`src/rtl/pipe_tree_adder.sv`:
```
// pipe_tree_adder: pipelined signed N_IN-lane tree adder with packet accumulation,
// round/shift/saturate output conversion and valid/ready flow control.
module pipe_tree_adder #(
  parameter int unsigned N_IN    = 32,
  parameter int unsigned IN_W    = 36,
  parameter int unsigned OUT_W   = 16,
  parameter int unsigned SHIFT   = 12,
  parameter int unsigned ROUND   = 1,
  parameter int unsigned ACC_EXT = 8
) (
  input  logic                 clk,
  input  logic                 reset,
  input  logic                 in_valid,
  output logic                 in_ready,
  input  logic                 in_last,
  input  logic [N_IN*IN_W-1:0] in_data,
  output logic                 out_valid,
  input  logic                 out_ready,
  output logic [OUT_W-1:0]     out_data,
  output logic                 out_sat,
  output logic [15:0]          out_beats
);

  localparam int unsigned LOG2N = $clog2(N_IN);
  localparam int unsigned SUM_W = IN_W + LOG2N;
  localparam int unsigned ACC_W = SUM_W + ACC_EXT;
  // One extra bit so the rounding constant can never wrap the accumulator.
  localparam int unsigned R_W   = ACC_W + 1;
  localparam int unsigned RND_SH = (SHIFT > 0) ? SHIFT - 1 : 0;
  localparam logic signed [R_W-1:0] RND_C =
    (ROUND != 0 && SHIFT > 0) ? (R_W'(1) << RND_SH) : '0;
  localparam logic signed [R_W-1:0] Q_MAX = {{(R_W-OUT_W+1){1'b0}}, {(OUT_W-1){1'b1}}};
  localparam logic signed [R_W-1:0] Q_MIN = {{(R_W-OUT_W+1){1'b1}}, {(OUT_W-1){1'b0}}};

  logic advance;

  // Whole pipeline moves together; it only stalls when a result is parked at the output.
  assign advance  = !out_valid || out_ready;
  assign in_ready = advance;

  // Tree: level 0 is the unregistered input, level s registers N_IN>>s sums of IN_W+s bits.
  for (genvar s = 0; s <= LOG2N; s++) begin : g_st
    localparam int unsigned W = IN_W + s;
    localparam int unsigned N = N_IN >> s;
    logic signed [W-1:0] d [N];
    logic                v;
    logic                l;

    if (s == 0) begin : g_in
      for (genvar k = 0; k < N; k++) begin : g_lane
        assign d[k] = in_data[k*IN_W +: IN_W];
      end
      assign v = in_valid;
      assign l = in_last & in_valid;
    end else begin : g_reg
      // Valid/last tags of this tree level; they hold while stalled.
      always_ff @(posedge clk or posedge reset) begin
        if (reset) begin
          v <= 1'b0;
          l <= 1'b0;
        end else if (advance) begin
          v <= g_st[s-1].v;
          l <= g_st[s-1].l;
        end
      end

      for (genvar k = 0; k < N; k++) begin : g_add
        // Sign-extended pairwise sum of adjacent entries from the previous level.
        always_ff @(posedge clk) begin
          if (advance) begin
            d[k] <= W'(g_st[s-1].d[2*k]) + W'(g_st[s-1].d[2*k+1]);
          end
        end
      end
    end
  end

  logic signed [SUM_W-1:0] beat_sum;
  logic                    beat_v;
  logic                    beat_l;

  assign beat_sum = g_st[LOG2N].d[0];
  assign beat_v   = g_st[LOG2N].v;
  assign beat_l   = g_st[LOG2N].l;

  logic signed [ACC_W-1:0] acc;
  logic signed [ACC_W-1:0] acc_nxt;
  logic [15:0]             beats;
  logic [15:0]             beats_base;
  logic [15:0]             beats_nxt;
  logic                    open;
  logic                    done;

  // Next accumulator/beat count: restart from zero unless a packet is open.
  always_comb begin
    acc_nxt    = (open ? acc : '0) + ACC_W'(beat_sum);
    beats_base = open ? beats : 16'd0;
    beats_nxt  = (beats_base == 16'hFFFF) ? beats_base : beats_base + 16'd1;
  end

  // Accumulate stage; done flags a finished packet sitting in acc/beats.
  always_ff @(posedge clk or posedge reset) begin
    if (reset) begin
      acc   <= '0;
      beats <= '0;
      open  <= 1'b0;
      done  <= 1'b0;
    end else if (advance) begin
      if (beat_v) begin
        acc   <= acc_nxt;
        beats <= beats_nxt;
        open  <= !beat_l;
        done  <= beat_l;
      end else begin
        done  <= 1'b0;
      end
    end
  end

  logic signed [R_W-1:0]   r;
  logic signed [R_W-1:0]   q;
  logic [OUT_W-1:0]        conv_data;
  logic                    conv_sat;

  // Round, arithmetic shift and clip the finished packet sum.
  always_comb begin
    r         = R_W'(acc) + RND_C;
    q         = r >>> SHIFT;
    conv_data = q[OUT_W-1:0];
    conv_sat  = 1'b0;
    if (q > Q_MAX) begin
      conv_data = Q_MAX[OUT_W-1:0];
      conv_sat  = 1'b1;
    end else if (q < Q_MIN) begin
      conv_data = Q_MIN[OUT_W-1:0];
      conv_sat  = 1'b1;
    end
  end

  // Output register: load on completion, drop on consume, hold while stalled.
  always_ff @(posedge clk or posedge reset) begin
    if (reset) begin
      out_valid <= 1'b0;
      out_data  <= '0;
      out_sat   <= 1'b0;
      out_beats <= '0;
    end else if (advance && done) begin
      out_valid <= 1'b1;
      out_data  <= conv_data;
      out_sat   <= conv_sat;
      out_beats <= beats;
    end else if (out_ready) begin
      out_valid <= 1'b0;
    end
  end

endmodule

```
`config.mk`:
```
export PLATFORM = sky130hd
export DESIGN_NAME = pipe_tree_adder
export DESIGN_NICKNAME = d
export VERILOG_FILES = /design/src/rtl/pipe_tree_adder.sv
export SDC_FILE = /design/constraint.sdc
export NUM_CORES = 2
export LEC_CHECK = 0
export BUFFER_PORTS_ARGS = -buffer_cell sky130_fd_sc_hd__buf_2
export CAP_MARGIN = 5
export CORE_AREA = 2 2 466 468
export DETAILED_ROUTE_END_ITERATION = 10
export DIE_AREA = 0 0 468 470
export GPL_TIMING_DRIVEN = 0
export PLACE_DENSITY = 0.65
export SYNTH_ARGS = -nofsm -noshare
export SYNTH_HDL_FRONTEND = slang
export SYNTH_SLANG_ARGS = --single-unit
```
`constraint.sdc`:
```
create_clock -name clk -period 84 [get_ports clk]
set_input_delay 4.2 -clock clk [delete_from_list [all_inputs] [get_ports clk]]
set_output_delay 4.2 -clock clk [all_outputs]
set_load 0.02 [all_outputs]
```
==> impl_metrics.json <==
{
  "p_leak_nw": 49.59,
  "critPathLaunchType": "primary input",
  "synth-compound-area-share_pct": 21.31,
  "grt_max_degree": 91,
  "endpoint_kind": "primary output",
  "postCtsHoldBufs": 0,
  "clock_path_buffers": 3,
  "period_share_pct": 13.34,
  "synth_area_leader_cell": "edfxtp_1",
  "dp_cells": 13720,
  "pin_count": 1192,
  "worst_pin_slew_ps": 1217,
  "rsz0062_at_grt": "false",
  "syn-cell-area_mm2": 0.09678,
  "gp_congestion": 0.9796,
  "drcViolationCount": 0,
  "fmax_mhz": 89.26,
  "async_flop_share_pct": 8.645,
  "wirelength_mm": 304.6,
  "ys_types": 92,
  "critPathMaxFanout": 43,
  "synthCells": 9639,
  "p_int_mw": 2.517,
  "drtIter0Drc": 5319,
  "post_cts_resized": 0,
  "io_buffers": 1191,
  "ys_seq_area_share_pct": 39.26,
  "power_frac_seq_pct": 29.9,
  "drtAntennaViolNets": 0,
  "yosys_register_bits": 1284,
  "fillCellCount": 19460,
  "die_x_um": 468,
  "r2r_start": "open$_DFFE_PP0P_",
  "synth-simple-area-share_pct": 11.88,
  "peakVddDrop_uv": 18.71,
  "gr-usage-all-layers_pct": 26.74,
  "timing.rr.end": "acc[47]$_DFFE_PP0P_",
  "clk_latency_ps": 810,
  "final_nets": 13390,
  "reg2reg_depth": 15,
  "power.density_mw_per_mm2": 38.87,
  "status": "finished, final reports clean",
  "yosysWarnings": 0,
  "setup_viol": 0,
  "start_util_pct": 44.88,
  "pwr-share-clk_pct": 15.1,
  "critPathMaxStageDelay_ps": 550,
  "holdPathStages": 2,
  "synth.net_count": 12020,
  "antenna_found_initial": 57,
  "route.vias.total": 79920,
  "pwr-share-comb_pct": 55.0,
  "drive_above_1_share_pct": 14.05,
  "viasPerCell": 5.707,
  "cts-buffers-inserted": 147,
  "fin_crit_ps": 11200,
  "switching_share_pct": 42.15,
  "htree_levels": 4,
  "required_ps": 79800,
  "placeableCoreArea_mm2": 0.2157,
  "grt_pass1_wl_mm": 455.2,
  "r2r_slack_ps": 78960,
  "synth_mux_area_share_pct": 0.2094,
  "fin_skew_ps": 34.29,
  "cts_sinks": 1284,
  "crit_chain": "buf_2 -> nand2b_1 -> clkbuf_1 -> buf_2 -> buf_12 -> buf_12 -> buf_12 -> buf_12 -> buf_12 -> buf_2",
  "hold_viol": 0,
  "synthTopCellsByArea": "edfxtp_1 (36%), ha_1 (15%), xnor2_1 (6.5%)",
  "synth.top_cell.area_share_pct": 36.39,
  "dp_hpwl_mm": 254.2,
  "cts_tree": "built",
  "slew_violations": 0,
  "stdcell_count": 14000,
  "cts.clk_slew.worst_paths_ps": 60,
  "ys.flop_type": "edfxtp_1",
  "areaGrowthSynthToFinish_pct": 15.64,
  "max-slew-margin-rel_pct": 18.21,
  "crit_top_cell": "buf_12",
  "rows": 171,
  "synth-edff-count": 1173,
  "switching_power_mw": 1.834,
  "synth_top_family_by_area": "compound AO/OA/AOI/OAI gates",
  "wire_per_inst_um": 21.75,
  "critPathSlowestCell": "buf_2",
  "cts_setup_buffers": 0,
  "syn_area_per_cell_um2": 10.04,
  "holdPathEnd": "acc[0]$_DFFE_PP0P_",
  "synth_xor_area_share_pct": 9.276,
  "worstHoldStart": "acc[0]$_DFFE_PP0P_",
  "worst_hold_slack_ps": 461.7,
  "grt_pass1_vias": 77920,
  "maxCapViolCount": 0,
  "fin_tns_setup_ps": 0,
  "synthAdderAreaFrac_pct": 16.07,
  "grt.overflow.total": 0,
  "drt_pass1_iterations": 6,
  "cp.arrival_ps": 7000,
  "worst-setup-path-type": "in -> out",
  "min_path_type": "reg -> reg",
  "root_buffer": "clkbuf_16",
  "dieArea_mm2": 0.2200,
  "fp.dieH_um": 470
}
-- state kept, by name (all words and copies together), names as in the netlist, 4 cells and up --
signal,cells
g_st.v,4
out_beats,16
acc,49
g_st.d,1173
out_data,16
beats,16
g_st.l,4
-- cell type report --
cell class / count / area, um2 / share of cell area (%)
antenna: 19 / 47.55 / 0.04248
buffer: 82 / 322.8 / 0.2884
clock buffer: 176 / 3891 / 3.477
clock inverter: 94 / 1031 / 0.9212
inverter: 427 / 1608 / 1.437
multi-input combinational: 7846 / 56860 / 50.80
sequential: 1284 / 38000 / 33.95
tap: 2854 / 3571 / 3.191
timing repair buffer: 1222 / 6589 / 5.887
-- power groups by stage --
stage,clock network (mW),logic (mW),registers (mW)
floorplan,0,1.76,1.36
global placement,0,2.32,1.50
detailed placement,0,2.37,1.31
CTS,0.670,2.39,1.31
global route,0.694,2.66,1.33
finish,0.656,2.39,1.30
-- synthesized netlist by cell type, types with 44 or more instances --
cell type and number:
ha_1 1192, edfxtp_1 1173, a21oi_1 967, xnor2_1 721
o21ai_0 618, nor2_1 609, nand2_1 590, a21o_1 523
inv_1 427, xor2_1 304, nand2b_1 196, o21a_1 196
o21bai_1 186, nor3_1 179, nand3_1 160, nor2b_1 133
and3_1 116, dfrtp_1 111, and2_1 108, a31oi_1 102
a211oi_1 93, nand4_1 82, clkbuf_1 74, a21boi_0 66
o211ai_1 51, a211o_1 45, o31ai_1 44
-- cells by family after synthesis --
logic type               after synthesis
AO/OA/AOI/OAI                       3227
XOR/XNOR                            1025
adder cells (fa/ha/maj)             1224
buffers and inverters                509
flip-flops                          1284
multiplexers                          19
AND/OR/NAND/NOR                     2351
-- layer usage --
metal	vias up	wire, um	track usage, %
li1	39000	-	-
met1	38000	134500	35.47
met2	2400	141900	44.23
met3	481	16690	4.009
met4	42	11220	9.474
met5	-	276	0
-- placed cells by master, fill, tap and decap left out, drive strengths merged, types with 433 or more instances in the layout --
cell,synthesis,final
a21oi,969,969
o21ai,632,632
nand2,591,591
nor2,610,610
buf,8,1230
edfxtp,1173,1173
inv,427,433
ha,1192,1192
a21o,523,523
xnor2,721,721
-- stage by stage --
stage | worst slack (ps) | instance area, um2 | power [mW] | utilization, %
global placement | 27160 | 106300 | 3.819 | 49.30
global route | 72570 | 111900 | 4.682 | 51.89
CTS | 72800 | 111900 | 4.367 | 51.87
finish | 72800 | 111900 | 4.350 | 51.89
floorplan | 43360 | 96780 | 3.114 | -
detailed placement | 72790 | 107000 | 3.680 | 49.59
-- how the worst max path moves through the flow --
stage                         start            endpoint  slack (ps)
after floorplan           out_ready  beat_l$_DFFE_PP0N_       43360
after global placement    out_ready            in_ready       27160
after detailed placement  out_ready            in_ready       72790
after CTS                 out_ready            in_ready       72800
after global routing      out_ready            in_ready       72570
final                     out_ready            in_ready       72800
-- worst max-delay path, delay by kind of cell --
| family | cells | cell delay (ps) |
|---|---|---|
| buf+inv | 9 | 2590 |
| simple gates | 1 | 80 |
(Power assumes the default switching activity.)
